`src/rtl/ps2_mouse_pkg.sv`:
```
// PS/2 mouse command/response bytes, init-sequencer state encoding and state helpers.
// MOUSE_SAMPLE_RATE_EN adds the set-sample-rate states to the sequence.
package ps2_mouse_pkg;

    localparam logic [7:0] CMD_RESET    = 8'hFF;
    localparam logic [7:0] CMD_SET_RATE = 8'hF3;
    localparam logic [7:0] CMD_ENABLE   = 8'hF4;
    localparam logic [7:0] RSP_ACK      = 8'hFA;
    localparam logic [7:0] RSP_RESEND   = 8'hFE;
    localparam logic [7:0] RSP_BAT_OK   = 8'hAA;
    localparam logic [7:0] RSP_ID       = 8'h00;

    typedef enum logic [3:0] {
        ST_IDLE,
        ST_SEND_RST,
        ST_WAIT_ACK_RST,
        ST_WAIT_BAT,
        ST_WAIT_ID,
`ifdef MOUSE_SAMPLE_RATE_EN
        ST_SEND_SR,
        ST_WAIT_ACK_SR,
        ST_SEND_RATE,
        ST_WAIT_ACK_RATE,
`endif
        ST_SEND_EN,
        ST_WAIT_ACK_EN,
        ST_STREAM,
        ST_FAIL
    } state_e;

    function automatic logic is_send(state_e s);
`ifdef MOUSE_SAMPLE_RATE_EN
        return s inside {ST_SEND_RST, ST_SEND_SR, ST_SEND_RATE, ST_SEND_EN};
`else
        return s inside {ST_SEND_RST, ST_SEND_EN};
`endif
    endfunction

    function automatic logic is_ack(state_e s);
`ifdef MOUSE_SAMPLE_RATE_EN
        return s inside {ST_WAIT_ACK_RST, ST_WAIT_ACK_SR, ST_WAIT_ACK_RATE, ST_WAIT_ACK_EN};
`else
        return s inside {ST_WAIT_ACK_RST, ST_WAIT_ACK_EN};
`endif
    endfunction

    function automatic logic is_wait(state_e s);
        return is_ack(s) || s == ST_WAIT_BAT || s == ST_WAIT_ID;
    endfunction

    function automatic logic [7:0] expect_of(state_e s);
        case (s)
            ST_WAIT_BAT: return RSP_BAT_OK;
            ST_WAIT_ID:  return RSP_ID;
            default:     return RSP_ACK;
        endcase
    endfunction

    // Successor on a completed send or an expected response.
    function automatic state_e succ(state_e s);
        case (s)
            ST_SEND_RST:      return ST_WAIT_ACK_RST;
            ST_WAIT_ACK_RST:  return ST_WAIT_BAT;
            ST_WAIT_BAT:      return ST_WAIT_ID;
`ifdef MOUSE_SAMPLE_RATE_EN
            ST_WAIT_ID:       return ST_SEND_SR;
            ST_SEND_SR:       return ST_WAIT_ACK_SR;
            ST_WAIT_ACK_SR:   return ST_SEND_RATE;
            ST_SEND_RATE:     return ST_WAIT_ACK_RATE;
            ST_WAIT_ACK_RATE: return ST_SEND_EN;
`else
            ST_WAIT_ID:       return ST_SEND_EN;
`endif
            ST_SEND_EN:       return ST_WAIT_ACK_EN;
            ST_WAIT_ACK_EN:   return ST_STREAM;
            default:          return s;
        endcase
    endfunction

    function automatic state_e resend_of(state_e s);
        case (s)
`ifdef MOUSE_SAMPLE_RATE_EN
            ST_WAIT_ACK_SR:   return ST_SEND_SR;
            ST_WAIT_ACK_RATE: return ST_SEND_RATE;
`endif
            ST_WAIT_ACK_EN:   return ST_SEND_EN;
            default:          return ST_SEND_RST;
        endcase
    endfunction

endpackage

```
`src/rtl/ps2_timeout_timer.sv`:
```
// Per-state wait timer: clears on state entry, counts while enabled, saturates,
// and flags the last allowed cycle.
module ps2_timeout_timer #(
    parameter int TIMEOUT_CYC = 50_000_000
) (
    input  logic clk,
    input  logic rst,
    input  logic clr_i,
    input  logic en_i,
    output logic timeout_o
);
    localparam int W = (TIMEOUT_CYC > 1) ? $clog2(TIMEOUT_CYC) : 1;
    localparam logic [W-1:0] LAST = W'(TIMEOUT_CYC - 1);

    logic [W-1:0] cnt_q;

    always_ff @(posedge clk or posedge rst) begin
        if (rst)                     cnt_q <= '0;
        else if (clr_i)              cnt_q <= '0;
        else if (en_i && cnt_q != '1) cnt_q <= cnt_q + 1'b1;
    end

    assign timeout_o = en_i && (cnt_q == LAST);

endmodule

```
`src/rtl/ps2_mouse_init_ctrl.sv`:
```
// PS/2 mouse init sequencer: reset, BAT/ID check, enable reporting, with retry/timeout.
// Define MOUSE_SAMPLE_RATE_EN to also program the sample rate before enabling.
module ps2_mouse_init_ctrl
    import ps2_mouse_pkg::*;
#(
    parameter int TIMEOUT_CYC = 50_000_000,
    parameter int MAX_RETRY   = 3
`ifdef MOUSE_SAMPLE_RATE_EN
    , parameter logic [7:0] SAMPLE_RATE = 8'd100
`endif
) (
    input  logic       clk,
    input  logic       rst,
    input  logic       restart,
    output logic [7:0] tx_data,
    output logic       tx_req,
    input  logic       tx_done,
    input  logic       tx_err,
    input  logic [7:0] rx_data,
    input  logic       rx_valid,
    output logic       stream_en,
    output logic       init_fail,
    output logic [1:0] retry_cnt
);
    state_e     state_q, state_d;
    logic [7:0] tx_data_q;
    logic       tx_req_q, stream_en_q, init_fail_q;
    logic [1:0] retry_q, fe_cnt_q;
    logic       evt, err, acc, fe, tmo, tmr_en;

    function automatic logic [7:0] cmd_of(state_e s);
        case (s)
`ifdef MOUSE_SAMPLE_RATE_EN
            ST_SEND_SR:   return CMD_SET_RATE;
            ST_SEND_RATE: return SAMPLE_RATE;
`endif
            ST_SEND_EN:   return CMD_ENABLE;
            default:      return CMD_RESET;
        endcase
    endfunction

    assign tmr_en = is_send(state_q) || is_wait(state_q);

    ps2_timeout_timer #(.TIMEOUT_CYC(TIMEOUT_CYC)) u_tmr (
        .clk      (clk),
        .rst      (rst),
        .clr_i    (evt),
        .en_i     (tmr_en),
        .timeout_o(tmo)
    );

    // evt marks any state entry (including re-entry of the same state) so the timer clears.
    always_comb begin
        state_d = state_q;
        evt = 1'b0;
        err = 1'b0;
        acc = 1'b0;
        fe  = 1'b0;
        if (restart) begin
            state_d = ST_IDLE;
            evt = 1'b1;
        end else if (state_q == ST_IDLE) begin
            state_d = ST_SEND_RST;
            evt = 1'b1;
        end else if (is_send(state_q)) begin
            if (tx_done) begin
                state_d = succ(state_q);
                evt = 1'b1;
            end else if (tx_err || tmo) begin
                err = 1'b1;
            end
        end else if (is_wait(state_q)) begin
            if (rx_valid) begin
                if (rx_data == expect_of(state_q)) begin
                    state_d = succ(state_q);
                    evt = 1'b1;
                    acc = 1'b1;
                end else if (rx_data == RSP_RESEND && is_ack(state_q) && fe_cnt_q != 2'd2) begin
                    state_d = resend_of(state_q);
                    evt = 1'b1;
                    fe  = 1'b1;
                end else begin
                    err = 1'b1;
                end
            end else if (tmo) begin
                err = 1'b1;
            end
        end
        if (err) begin
            evt = 1'b1;
            state_d = (int'(retry_q) < MAX_RETRY) ? ST_SEND_RST : ST_FAIL;
        end
    end

    always_ff @(posedge clk or posedge rst) begin
        if (rst) begin
            state_q     <= ST_IDLE;
            tx_data_q   <= 8'h00;
            tx_req_q    <= 1'b0;
            stream_en_q <= 1'b0;
            init_fail_q <= 1'b0;
            retry_q     <= 2'd0;
            fe_cnt_q    <= 2'd0;
        end else begin
            state_q     <= state_d;
            tx_req_q    <= evt && is_send(state_d);
            if (evt && is_send(state_d))
                tx_data_q <= cmd_of(state_d);
            stream_en_q <= (state_d == ST_STREAM);
            init_fail_q <= (state_d == ST_FAIL);
            if (restart)
                retry_q <= 2'd0;
            else if (err && int'(retry_q) < MAX_RETRY)
                retry_q <= retry_q + 2'd1;
            if (restart || err || acc)
                fe_cnt_q <= 2'd0;
            else if (fe)
                fe_cnt_q <= fe_cnt_q + 2'd1;
        end
    end

    assign tx_data   = tx_data_q;
    assign tx_req    = tx_req_q;
    assign stream_en = stream_en_q;
    assign init_fail = init_fail_q;
    assign retry_cnt = retry_q;

endmodule
```
`config.mk`:
```
export PLATFORM = sky130hd
export DESIGN_NAME = ps2_mouse_init_ctrl
export DESIGN_NICKNAME = d
export VERILOG_FILES = /design/src/rtl/ps2_mouse_pkg.sv /design/src/rtl/ps2_timeout_timer.sv /design/src/rtl/ps2_mouse_init_ctrl.sv
export SDC_FILE = /design/constraint.sdc
export NUM_CORES = 1
export LEC_CHECK = 0
export ABC_CLOCK_PERIOD_IN_PS = 5320
export BUFFER_PORTS_ARGS = -buffer_cell sky130_fd_sc_hd__buf_2
export CAP_MARGIN = 40
export CORE_AREA = 4 4 62 78
export CTS_CLUSTER_SIZE = 20
export DETAILED_ROUTE_END_ITERATION = 6
export DIE_AREA = 0 0 66 82
export PLACE_DENSITY = 0.89
export SLEW_MARGIN = 20
export SYNTH_ARGS = -nofsm -noshare
export SYNTH_HDL_FRONTEND = slang
export SYNTH_SLANG_ARGS = --single-unit
export TNS_END_PERCENT = 10
```
`constraint.sdc`:
```
create_clock -name clk -period 5.32 [get_ports clk]
set_input_delay 0.798 -clock clk [delete_from_list [all_inputs] [get_ports clk]]
set_output_delay 0.798 -clock clk [all_outputs]
set_load 0.03 [all_outputs]
```
; Word level (Yosys, flattened, before mapping)
; Index checks and enable logic that the tools add are counted.
; Widths: inputs -> output; s select.
[classes]
n_lt_le_gt_ge = 1
mux = 56
reduce_logical = 19
n_eq_ne = 15
add_sub_neg = 3
[op_table]
columns = op, n
row1 = $mux 26, 2
row2 = $mux 4, 11
row3 = $mux 8, 5
row4 = $mux 1, 31
row5 = $add 26x1->26 const B, 1
row6 = $eq 26x26->1 const B, 1
row7 = $ne 26x26->1 const B, 1
row8 = $pmux 4 s6, 1
row9 = $eq 4x3->1 const B, 5
row10 = $pmux 8 s2, 1
row11 = $reduce_bool 2->1, 6
row12 = $eq 4x1->1 const B, 2
row13 = $eq 4x2->1 const B, 2
row14 = $eq 8x8->1, 1
row15 = $eq 8x8->1 const B, 1
row16 = $mux 2, 4
row17 = $logic_and 1x1->1, 6
row18 = $logic_or 1x1->1, 6
row19 = $add 2x1->2 const B, 2
row20 = $eq 4x4->1 const B, 1
row21 = $logic_not 4->1, 1
row22 = $mux 3, 1
row23 = $lt 2x2->1 const B, 1
row24 = $ne 2x2->1 const B, 1
[totals]
reg_bits = 45

; Logic depth before layout (Yosys ltp)
; Gate-level depths: netlist (run 1).
[depth]
depth_word = 19
depth_mapped = 11
mapped_depth_nobuf = 9

; By module
; A second synthesis (run 1) with hierarchy kept.
[hier_totals]
hier_cells = 294
area_unflattened_um2 = 2661.3
[modules_own_cells]
columns = mod, area_each_um2, n_inst, seq_area_each_um2, cells_each
row1 = ps2_timeout_timer, 1657.8, 1, 650.6, 175
row2 = ps2_mouse_init_ctrl, 1003.5, 1, 325.3, 119

; Worst setup path before layout (run 1)
; No wires, ideal clock.
[synth_path]
kind = input-to-reg
startpoint = in rx_data[6]
endpoint = reg u_tmr.cnt_q[0]
setup_slack_ns = 2.364
t_required_ns = 5.249
arrival_time_ns = 2.885
setup_time_ns = 0.071
stages = 9
path_cell_list = nand2_1 -> or4_1 -> or4_1 -> buf_6 -> and4_4 -> or4_4 -> buf_6 -> buf_6 -> nor2_1
[synth_between]
elab_chain_cells = 12
word_cells_on_any_way = 21
classes_between = eq/ne (2) / mux (16) / reduce/logical (3)
[synth_lines]
columns = item, line
row1 = start: declaration, ps2_mouse_init_ctrl.sv:19  ; input logic [7:0] rx_data,
row2 = $eq 8x8->1, ps2_mouse_init_ctrl.sv:78  ; end else if (rx_data == RSP_RESEND && is_ack(state_q) && fe_cnt_q != 2'd2) begin
row3 = $logic_and 1x1->1 (2 in a row), ps2_mouse_init_ctrl.sv:78
row4 = $mux 1, ps2_mouse_init_ctrl.sv:78
row5 = $mux 1, ps2_mouse_init_ctrl.sv:74  ; if (rx_data == expect_of(state_q)) begin
row6 = $mux 1, ps2_mouse_init_ctrl.sv:73  ; if (rx_valid) begin
row7 = $mux 1, ps2_mouse_init_ctrl.sv:72  ; end else if (is_wait(state_q)) begin
row8 = $mux 1, ps2_mouse_init_ctrl.sv:65  ; end else if (is_send(state_q)) begin
row9 = $mux 1, ps2_mouse_init_ctrl.sv:62  ; end else if (state_q == ST_IDLE) begin
row10 = $mux 1, ps2_mouse_init_ctrl.sv:59  ; if (restart) begin
row11 = $mux 1 *, ps2_mouse_init_ctrl.sv:89  ; if (err) begin
row12 = $mux 26 or $reduce_bool 2->1 (tied branches), -
row13 = end signal: assignment, ps2_timeout_timer.sv:20  ; else if (en_i && cnt_q != '1) cnt_q <= cnt_q + 1'b1;
row14 = end: declaration, ps2_timeout_timer.sv:15  ; logic [W-1:0] cnt_q;
; Every way passes the cells marked *; elsewhere a longest branch is shown, timed or not.
; A chain may end at the register's enable or synchronous reset.

; Worst setup path after layout (run 1)
[layout_path]
startpoint = in rx_data[6]
endpoint = reg u_tmr.cnt_q[6]
; Same word-level chain as after synthesis.

==> results of run 1 <==
power by group:
| group | leakage [nW] | switching, mW | total [mW] | internal (mW) |
|---|---|---|---|---|
| combinational | 0.458 | 0.0824 | 0.131 | 0.0490 |
| clock | 0.0477 | 0.100 | 0.190 | 0.0896 |
| sequential | 0.531 | 0.0161 | 0.320 | 0.304 |
path summary, 6_finish.rpt:
kind | slack, ps | to | startpoint | depth (start not counted)
max in group asynchronous | 4370 | u_tmr.cnt_q[23] | rst | 3
worst min register to register | 540 | fe_cnt_q[1] | fe_cnt_q[1] | 2
min in group asynchronous | 600 | retry_cnt[0] | rst | 3
worst max-delay path | 2330 | u_tmr.cnt_q[6] | rx_data[6] | 7
worst max register to register | 2340 | u_tmr.cnt_q[6] | state_q[1] | 6
worst min-delay path | 540 | fe_cnt_q[1] | fe_cnt_q[1] | 2
Yosys cell counts, types with 5 or more instances:
library cell / number / share of area
sky130_fd_sc_hd__clkbuf_1: 7 / 0.011
sky130_fd_sc_hd__xor2_1: 8 / 0.030
sky130_fd_sc_hd__nor2_1: 45 / 0.071
sky130_fd_sc_hd__and3_1: 5 / 0.013
sky130_fd_sc_hd__nor3_1: 11 / 0.023
sky130_fd_sc_hd__nor4_1: 5 / 0.013
sky130_fd_sc_hd__nand2_1: 24 / 0.038
sky130_fd_sc_hd__a21oi_1: 11 / 0.023
sky130_fd_sc_hd__or4_1: 5 / 0.016
sky130_fd_sc_hd__and2_1: 5 / 0.013
sky130_fd_sc_hd__nand3_1: 16 / 0.034
sky130_fd_sc_hd__dfrtp_1: 39 / 0.41
sky130_fd_sc_hd__buf_6: 5 / 0.024
sky130_fd_sc_hd__xnor2_1: 17 / 0.063
sky130_fd_sc_hd__o21ai_0: 7 / 0.015
sky130_fd_sc_hd__nand4_1: 5 / 0.013
sky130_fd_sc_hd__buf_4: 6 / 0.019
sky130_fd_sc_hd__inv_1: 12 / 0.019
cells by family (layout without fill, tap and decap cells):
logic type / count (synthesis) / in the layout / share of synthesized area
compound gates: 36 / 36 / 0.0967
fa+ha+maj: 3 / 3 / 0.0159
simple gates: 139 / 139 / 0.290
flops: 39 / 39 / 0.412
mux: 4 / 4 / 0.0174
buf+inv: 31 / 47 / 0.0750
xor+xnor: 25 / 25 / 0.0925
final cells by class:
cell class                      count  area, um2
Clock buffer                        5       68.8
Clock inverter                      3       15.0
Fill cell                         351       1540
Inverter                           12       45.0
Multi-Input combinational cell    207       1210
Sequential cell                    39        976
Tap cell                           56       70.1
Timing Repair Buffer               27        138
state kept, by name, indices dropped and copies added, names as in the netlist:
register     cells
u_tmr.cnt_q     26
tx_req           1
stream_en        1
retry_cnt        2
fe_cnt_q         2
init_fail        1
state_q          4
tx_data          2
critical path: stages:
cell and delay (ps):
sky130_fd_sc_hd__buf_2 100, sky130_fd_sc_hd__nand2_1 90, sky130_fd_sc_hd__or4_1 450, sky130_fd_sc_hd__or4_1 600, sky130_fd_sc_hd__and4_4 300, sky130_fd_sc_hd__or4_4 690
sky130_fd_sc_hd__nor2_1 160
per-layer routing:
layer  share of wire  up-vias  global-route usage  wire length, um
met1            0.43      935               0.211             1940
li1                -      971                   -                -
met2            0.51       49               0.340             2330
met3           0.050        9              0.0410              227
met5               0        -                   0                0
met4           0.014        0              0.0772               63
==> flow_results.xml, run 1 <==
<?xml version="1.0" encoding="UTF-8"?>
<metrics>
  <group name="sta">
    <metric name="final.hold.worst_slack" unit="ps">535</metric>
    <metric name="worst_slew_margin_rel" unit="">0.553</metric>
    <metric name="fin_crit" unit="ps">2990</metric>
    <metric name="total_count_of_hold_check_failures_in_the_final_report" unit="">0</metric>
    <metric name="final_max_slew_viol_count" unit="">0</metric>
    <metric name="worst-slew-pin-transition" unit="ps">667</metric>
    <metric name="timing.final.ws_setup" unit="ps">2330</metric>
    <metric name="tns" unit="ps">0</metric>
    <metric name="timing.clock.skew" unit="ps">11.0</metric>
    <metric name="max_fclk" unit="MHz">334</metric>
    <metric name="finalCritPeriodShare" unit="">0.562</metric>
    <metric name="report.final.setup_viol" unit="">0</metric>
    <metric name="unrepaired_setup_endpoints_after_global_routing" unit="">false</metric>
  </group>
  <group name="critical_path">
    <metric name="worst_path_fanout_max" unit="">26</metric>
    <metric name="cp.required" unit="ps">5530</metric>
    <metric name="critical_path.endpoint_type" unit="">register</metric>
    <metric name="crit_path_start_kind" unit="">input pin</metric>
    <metric name="critPathKind" unit="">in -&gt; reg</metric>
    <metric name="critPathArrivalTime" unit="ps">3200</metric>
  </group>
  <group name="grt">
    <metric name="number_of_antenna_violations_at_the_first_check_in_global_routing" unit="">0</metric>
    <metric name="grt_pass1_vias" unit="">1901</metric>
    <metric name="grt_remaining_overflow" unit="">0</metric>
    <metric name="global_route.usage.total" unit="">0.187</metric>
    <metric name="first_pass_grt_wire_length" unit="mm">7.94</metric>
    <metric name="pin_count_of_the_biggest_net_entering_global_routing" unit="">40</metric>
  </group>
  <group name="final_layout">
    <metric name="most_common_cell_after_layout_fill_and_taps_aside" unit="">sky130_fd_sc_hd__nor2_1</metric>
    <metric name="final_cell_area" unit="um2">2530</metric>
    <metric name="mostFrequentLayoutCells" unit="">45 x sky130_fd_sc_hd__nor2_1, 39 x sky130_fd_sc_hd__dfrtp_1, 26 x sky130_fd_sc_hd__buf_2</metric>
    <metric name="fin_nets" unit="">309</metric>
    <metric name="final_util" unit="">0.621</metric>
    <metric name="area.growth.synth_to_final" unit="%">6.71</metric>
    <metric name="diodes" unit="">0</metric>
    <metric name="layout.cells.non_filler" unit="">349</metric>
    <metric name="drive_gt1_frac" unit="">0.147</metric>
  </group>
  <group name="clock_tree">
    <metric name="gates_resized_cts_repair" unit="">0</metric>
    <metric name="cts_setup_buffers" unit="">0</metric>
    <metric name="cts_tree" unit="">yes</metric>
    <metric name="clk_latency" unit="ps">290</metric>
    <metric name="clk_root_buffer_cell" unit="">sky130_fd_sc_hd__clkbuf_8</metric>
    <metric name="number_of_levels_in_the_clock_h_tree" unit="">2</metric>
    <metric name="clockBufferDepth" unit="">2</metric>
    <metric name="cts.sinks" unit="">39</metric>
    <metric name="post_cts_hold_buffer_count" unit="">0</metric>
    <metric name="cts_buf_count" unit="">5</metric>
    <metric name="clkTransAtPathRegs" unit="ps">70</metric>
  </group>
  <group name="synth">
    <metric name="synth-main-ff-cell" unit="">sky130_fd_sc_hd__dfrtp_1</metric>
    <metric name="avgSynthCellArea" unit="um2">8.55</metric>
    <metric name="postSynth.asyncResetShare" unit="">1.00</metric>
    <metric name="synth_edf_count" unit="">0</metric>
    <metric name="synthesis.nets" unit="">294</metric>
    <metric name="postSynthRegisterBits" unit="">39</metric>
    <metric name="synth.yosys.seq_area_share" unit="">0.412</metric>
    <metric name="yosysUniqueCellTypes" unit="">43</metric>
    <metric name="yosys_warnings" unit="">0</metric>
    <metric name="post_synth_instance_area" unit="um2">2370</metric>
    <metric name="syn-instance-count" unit="">277</metric>
  </group>
  <group name="floorplanning">
    <metric name="die-width" unit="um">66</metric>
    <metric name="core_region_area" unit="um2">4070</metric>
    <metric name="ios" unit="">27</metric>
    <metric name="placement_rows" unit="">26</metric>
    <metric name="die_area" unit="um2">5410</metric>
    <metric name="floorplan.die.height" unit="um">82</metric>
    <metric name="start_util" unit="">0.582</metric>
  </group>
  <group name="placed_design">
    <metric name="numPortBuffers" unit="">26</metric>
    <metric name="placement.setup.worst_slack" unit="ps">2040</metric>
    <metric name="globalplace.congestion" unit="">0.914</metric>
    <metric name="dp_cells" unit="">341</metric>
    <metric name="dpl_cell_area" unit="um2">2440</metric>
    <metric name="dp_hpwl" unit="mm">3.27</metric>
  </group>
  <group name="pwr">
    <metric name="p_leak" unit="nW">1.04</metric>
    <metric name="report.power.total" unit="mW">0.641</metric>
    <metric name="power.density" unit="nW/um2">254</metric>
    <metric name="ir_drop" unit="mV">0.217</metric>
  </group>
  <group name="routing">
    <metric name="drcViolationCount" unit="">0</metric>
    <metric name="routed_wl" unit="mm">4.56</metric>
    <metric name="dr_total_vias" unit="">1964</metric>
    <metric name="avg_wl_per_cell" unit="um">13.1</metric>
    <metric name="drtIter0Drc" unit="">108</metric>
    <metric name="post_drt_via_cell_ratio" unit="">5.63</metric>
    <metric name="drt_first_pass_iters" unit="">5</metric>
    <metric name="antenna_left" unit="">0</metric>
  </group>
  <group name="run_status">
    <metric name="run_status" unit="">completed</metric>
  </group>
  <group name="hold_path">
    <metric name="worst_hold_path_type" unit="">reg -&gt; reg</metric>
  </group>
  <group name="run">
    <metric name="drv.max_cap_violation_count" unit="">0</metric>
  </group>
</metrics>
Power figures use the tool's default switching activity.
==> run 2: changes to the inputs <==
Settings changed: ABC_CLOCK_PERIOD_IN_PS 5320 to 2700, CORE_AREA 4 4 62 78 to 4 4 65 82, DIE_AREA 0 0 66 82 to 0 0 69 86, PLACE_DENSITY 0.89 to 0.85.
Clock period 5.32 ns to 2.7 ns, I/O delays scaled along.
==> flow_results.xml, run 2 (same netlist as run 1, synthesis figures left out) <==
<?xml version="1.0" encoding="UTF-8"?>
<metrics>
  <group name="sta">
    <metric name="report.final.setup_viol" unit="">0</metric>
    <metric name="timing.final.ws_setup" unit="ps">50.2</metric>
    <metric name="worst_slew_margin_rel" unit="">0.680</metric>
    <metric name="max_fclk" unit="MHz">377</metric>
    <metric name="total_count_of_hold_check_failures_in_the_final_report" unit="">0</metric>
    <metric name="timing.clock.skew" unit="ps">14.0</metric>
    <metric name="worst-slew-pin-transition" unit="ps">480</metric>
    <metric name="fin_crit" unit="ps">2650</metric>
    <metric name="final.hold.worst_slack" unit="ps">205</metric>
    <metric name="tns" unit="ps">0</metric>
    <metric name="final_max_slew_viol_count" unit="">0</metric>
    <metric name="finalCritPeriodShare" unit="">0.981</metric>
    <metric name="unrepaired_setup_endpoints_after_global_routing" unit="">true</metric>
  </group>
  <group name="critical_path">
    <metric name="reg2reg_to" unit="">tx_data[3]</metric>
    <metric name="worstReg2RegStart" unit="">fe_cnt_q[0]</metric>
    <metric name="crit_path_start_kind" unit="">register</metric>
    <metric name="worst-r2r-cell-count" unit="">9</metric>
    <metric name="cp.required" unit="ps">2890</metric>
    <metric name="critical_path.endpoint_type" unit="">register</metric>
    <metric name="critPathKind" unit="">reg -&gt; reg</metric>
    <metric name="critPathArrivalTime" unit="ps">2840</metric>
    <metric name="worst_path_fanout_max" unit="">5</metric>
    <metric name="r2r_setup_slack" unit="ps">50</metric>
  </group>
  <group name="floorplanning">
    <metric name="ios" unit="">27</metric>
    <metric name="die-width" unit="um">69</metric>
    <metric name="die_area" unit="um2">5930</metric>
    <metric name="start_util" unit="">0.512</metric>
    <metric name="floorplan.die.height" unit="um">86</metric>
    <metric name="placement_rows" unit="">28</metric>
    <metric name="core_region_area" unit="um2">4620</metric>
  </group>
  <group name="placed_design">
    <metric name="dp_hpwl" unit="mm">3.53</metric>
    <metric name="placement.setup.worst_slack" unit="ps">-70.2</metric>
    <metric name="dp_cells" unit="">359</metric>
    <metric name="dpl_cell_area" unit="um2">2550</metric>
    <metric name="globalplace.congestion" unit="">0.924</metric>
    <metric name="numPortBuffers" unit="">26</metric>
  </group>
  <group name="final_layout">
    <metric name="final_cell_area" unit="um2">2740</metric>
    <metric name="layout.cells.non_filler" unit="">370</metric>
    <metric name="fin_nets" unit="">326</metric>
    <metric name="drive_gt1_frac" unit="">0.206</metric>
    <metric name="mostFrequentLayoutCells" unit="">45 x sky130_fd_sc_hd__nor2_1, 39 x sky130_fd_sc_hd__dfrtp_1, 26 x sky130_fd_sc_hd__buf_2</metric>
    <metric name="area.growth.synth_to_final" unit="%">15.7</metric>
    <metric name="top_regs" unit="">u_tmr.cnt_q: 26 flops, state_q: 4 flops</metric>
    <metric name="diodes" unit="">0</metric>
    <metric name="num-fill-cells" unit="">404</metric>
    <metric name="most_common_cell_after_layout_fill_and_taps_aside" unit="">sky130_fd_sc_hd__nor2_1</metric>
    <metric name="final_util" unit="">0.592</metric>
    <metric name="largest_register_ffs" unit="">26</metric>
    <metric name="largest_register" unit="">u_tmr.cnt_q</metric>
  </group>
  <group name="hold_path">
    <metric name="worst_hold_path_type" unit="">in -&gt; async</metric>
  </group>
  <group name="routing">
    <metric name="dr_total_vias" unit="">2098</metric>
    <metric name="drtIter0Drc" unit="">251</metric>
    <metric name="drt_first_pass_iters" unit="">4</metric>
    <metric name="drcViolationCount" unit="">0</metric>
    <metric name="antenna_left" unit="">0</metric>
    <metric name="routed_wl" unit="mm">5.23</metric>
    <metric name="avg_wl_per_cell" unit="um">14.1</metric>
    <metric name="post_drt_via_cell_ratio" unit="">5.67</metric>
  </group>
  <group name="pwr">
    <metric name="intPower" unit="mW">1.11</metric>
    <metric name="clockPowerShare" unit="">0.376</metric>
    <metric name="power_frac_comb" unit="">0.225</metric>
    <metric name="ir_drop" unit="mV">0.404</metric>
    <metric name="sequentialPowerShare" unit="">0.399</metric>
    <metric name="power.density" unit="nW/um2">563</metric>
    <metric name="power.share.switching" unit="">0.282</metric>
    <metric name="p_leak" unit="nW">1.14</metric>
    <metric name="report.power.total" unit="mW">1.54</metric>
    <metric name="total_switching_power" unit="mW">0.435</metric>
  </group>
  <group name="grt">
    <metric name="number_of_antenna_violations_at_the_first_check_in_global_routing" unit="">0</metric>
    <metric name="grt_pass1_vias" unit="">2080</metric>
    <metric name="first_pass_grt_wire_length" unit="mm">8.83</metric>
    <metric name="grt_remaining_overflow" unit="">0</metric>
    <metric name="global_route.usage.total" unit="">0.177</metric>
    <metric name="pin_count_of_the_biggest_net_entering_global_routing" unit="">40</metric>
  </group>
  <group name="clock_tree">
    <metric name="post_cts_hold_buffer_count" unit="">0</metric>
    <metric name="number_of_levels_in_the_clock_h_tree" unit="">2</metric>
    <metric name="cts.sinks" unit="">39</metric>
    <metric name="clockBufferDepth" unit="">2</metric>
    <metric name="clk_root_buffer_cell" unit="">sky130_fd_sc_hd__clkbuf_8</metric>
    <metric name="cts_tree" unit="">yes</metric>
    <metric name="clk_latency" unit="ps">300</metric>
    <metric name="clkTransAtPathRegs" unit="ps">90</metric>
    <metric name="cts_buf_count" unit="">5</metric>
  </group>
  <group name="run">
    <metric name="drv.max_cap_violation_count" unit="">0</metric>
  </group>
  <group name="run_status">
    <metric name="run_status" unit="">completed</metric>
  </group>
</metrics>
run 2: cell count changes in the layout (fill, tap and decap cells not counted):
cell and delta:
sky130_fd_sc_hd__nor4b_1 -1, sky130_fd_sc_hd__bufinv_16 +2, sky130_fd_sc_hd__nor4b_2 +1, sky130_fd_sc_hd__a211oi_2 +2, sky130_fd_sc_hd__or4_4 +3, sky130_fd_sc_hd__clkinv_2 -3
sky130_fd_sc_hd__or4_1 -1, sky130_fd_sc_hd__a211oi_1 -2, sky130_fd_sc_hd__buf_4 +15, sky130_fd_sc_hd__clkinvlp_4 +1
run 2: metal layers:
| layer | GRT usage | up-vias | part of all wire |
|---|---|---|---|
| li1 | - | 1018 | - |
| met1 | 0.200 | 995 | 0.41 |
| met2 | 0.327 | 72 | 0.51 |
| met3 | 0.0352 | 13 | 0.059 |
| met4 | 0.0639 | 0 | 0.016 |
| met5 | 0 | - | 0 |
run 2: what timing repair did:
action | CTS | global route
setup buffers | 0 | 1
pin swaps | 1 | 2
endpoints found under the setup margin | 27 | 30
resized for setup | 1 | 5
gates cloned | 0 | 2
run 2: worst max path at each step:
stage	from	endpoint	cells after the start
after floorplan	fe_cnt_q[0]	u_tmr.cnt_q[0]	11
after global placement	fe_cnt_q[0]	u_tmr.cnt_q[16]	8
after detailed placement	fe_cnt_q[0]	u_tmr.cnt_q[16]	8
after CTS	state_q[0]	tx_data[3]	7
after global routing	fe_cnt_q[0]	tx_data[3]	9
final	fe_cnt_q[0]	tx_data[3]	9
run 2: power by group through the flow:
stage | sequential [mW] | combinational [mW] | clock (mW)
after floorplan | 0.634 | 0.228 | 0
after global placement | 0.625 | 0.305 | 0
after detailed placement | 0.627 | 0.315 | 0
after CTS | 0.616 | 0.316 | 0.593
after global routing | 0.619 | 0.381 | 0.612
final | 0.616 | 0.347 | 0.580
run 2: final cells by class:
cell class	count	area, um2	share of cell area
Multi-Input combinational cell	209	1260	0.459
Tap cell	60	75.1	0.0274
Sequential cell	39	976	0.356
Timing Repair Buffer	42	250	0.0914
Inverter	12	45.0	0.0164
Clock buffer	5	68.8	0.0251
Clock inverter	3	67.6	0.0247
run 2: worst max-delay path, stage by stage, from the launching register on:
cell and delay, ps:
sky130_fd_sc_hd__dfrtp_1 330, sky130_fd_sc_hd__inv_1 60, sky130_fd_sc_hd__ha_1 180, sky130_fd_sc_hd__nand3b_1 140, sky130_fd_sc_hd__or4_1 390, sky130_fd_sc_hd__or4_4 470
sky130_fd_sc_hd__a211oi_2 190, sky130_fd_sc_hd__mux2i_1 110, sky130_fd_sc_hd__or3_1 400, sky130_fd_sc_hd__mux2_2 280
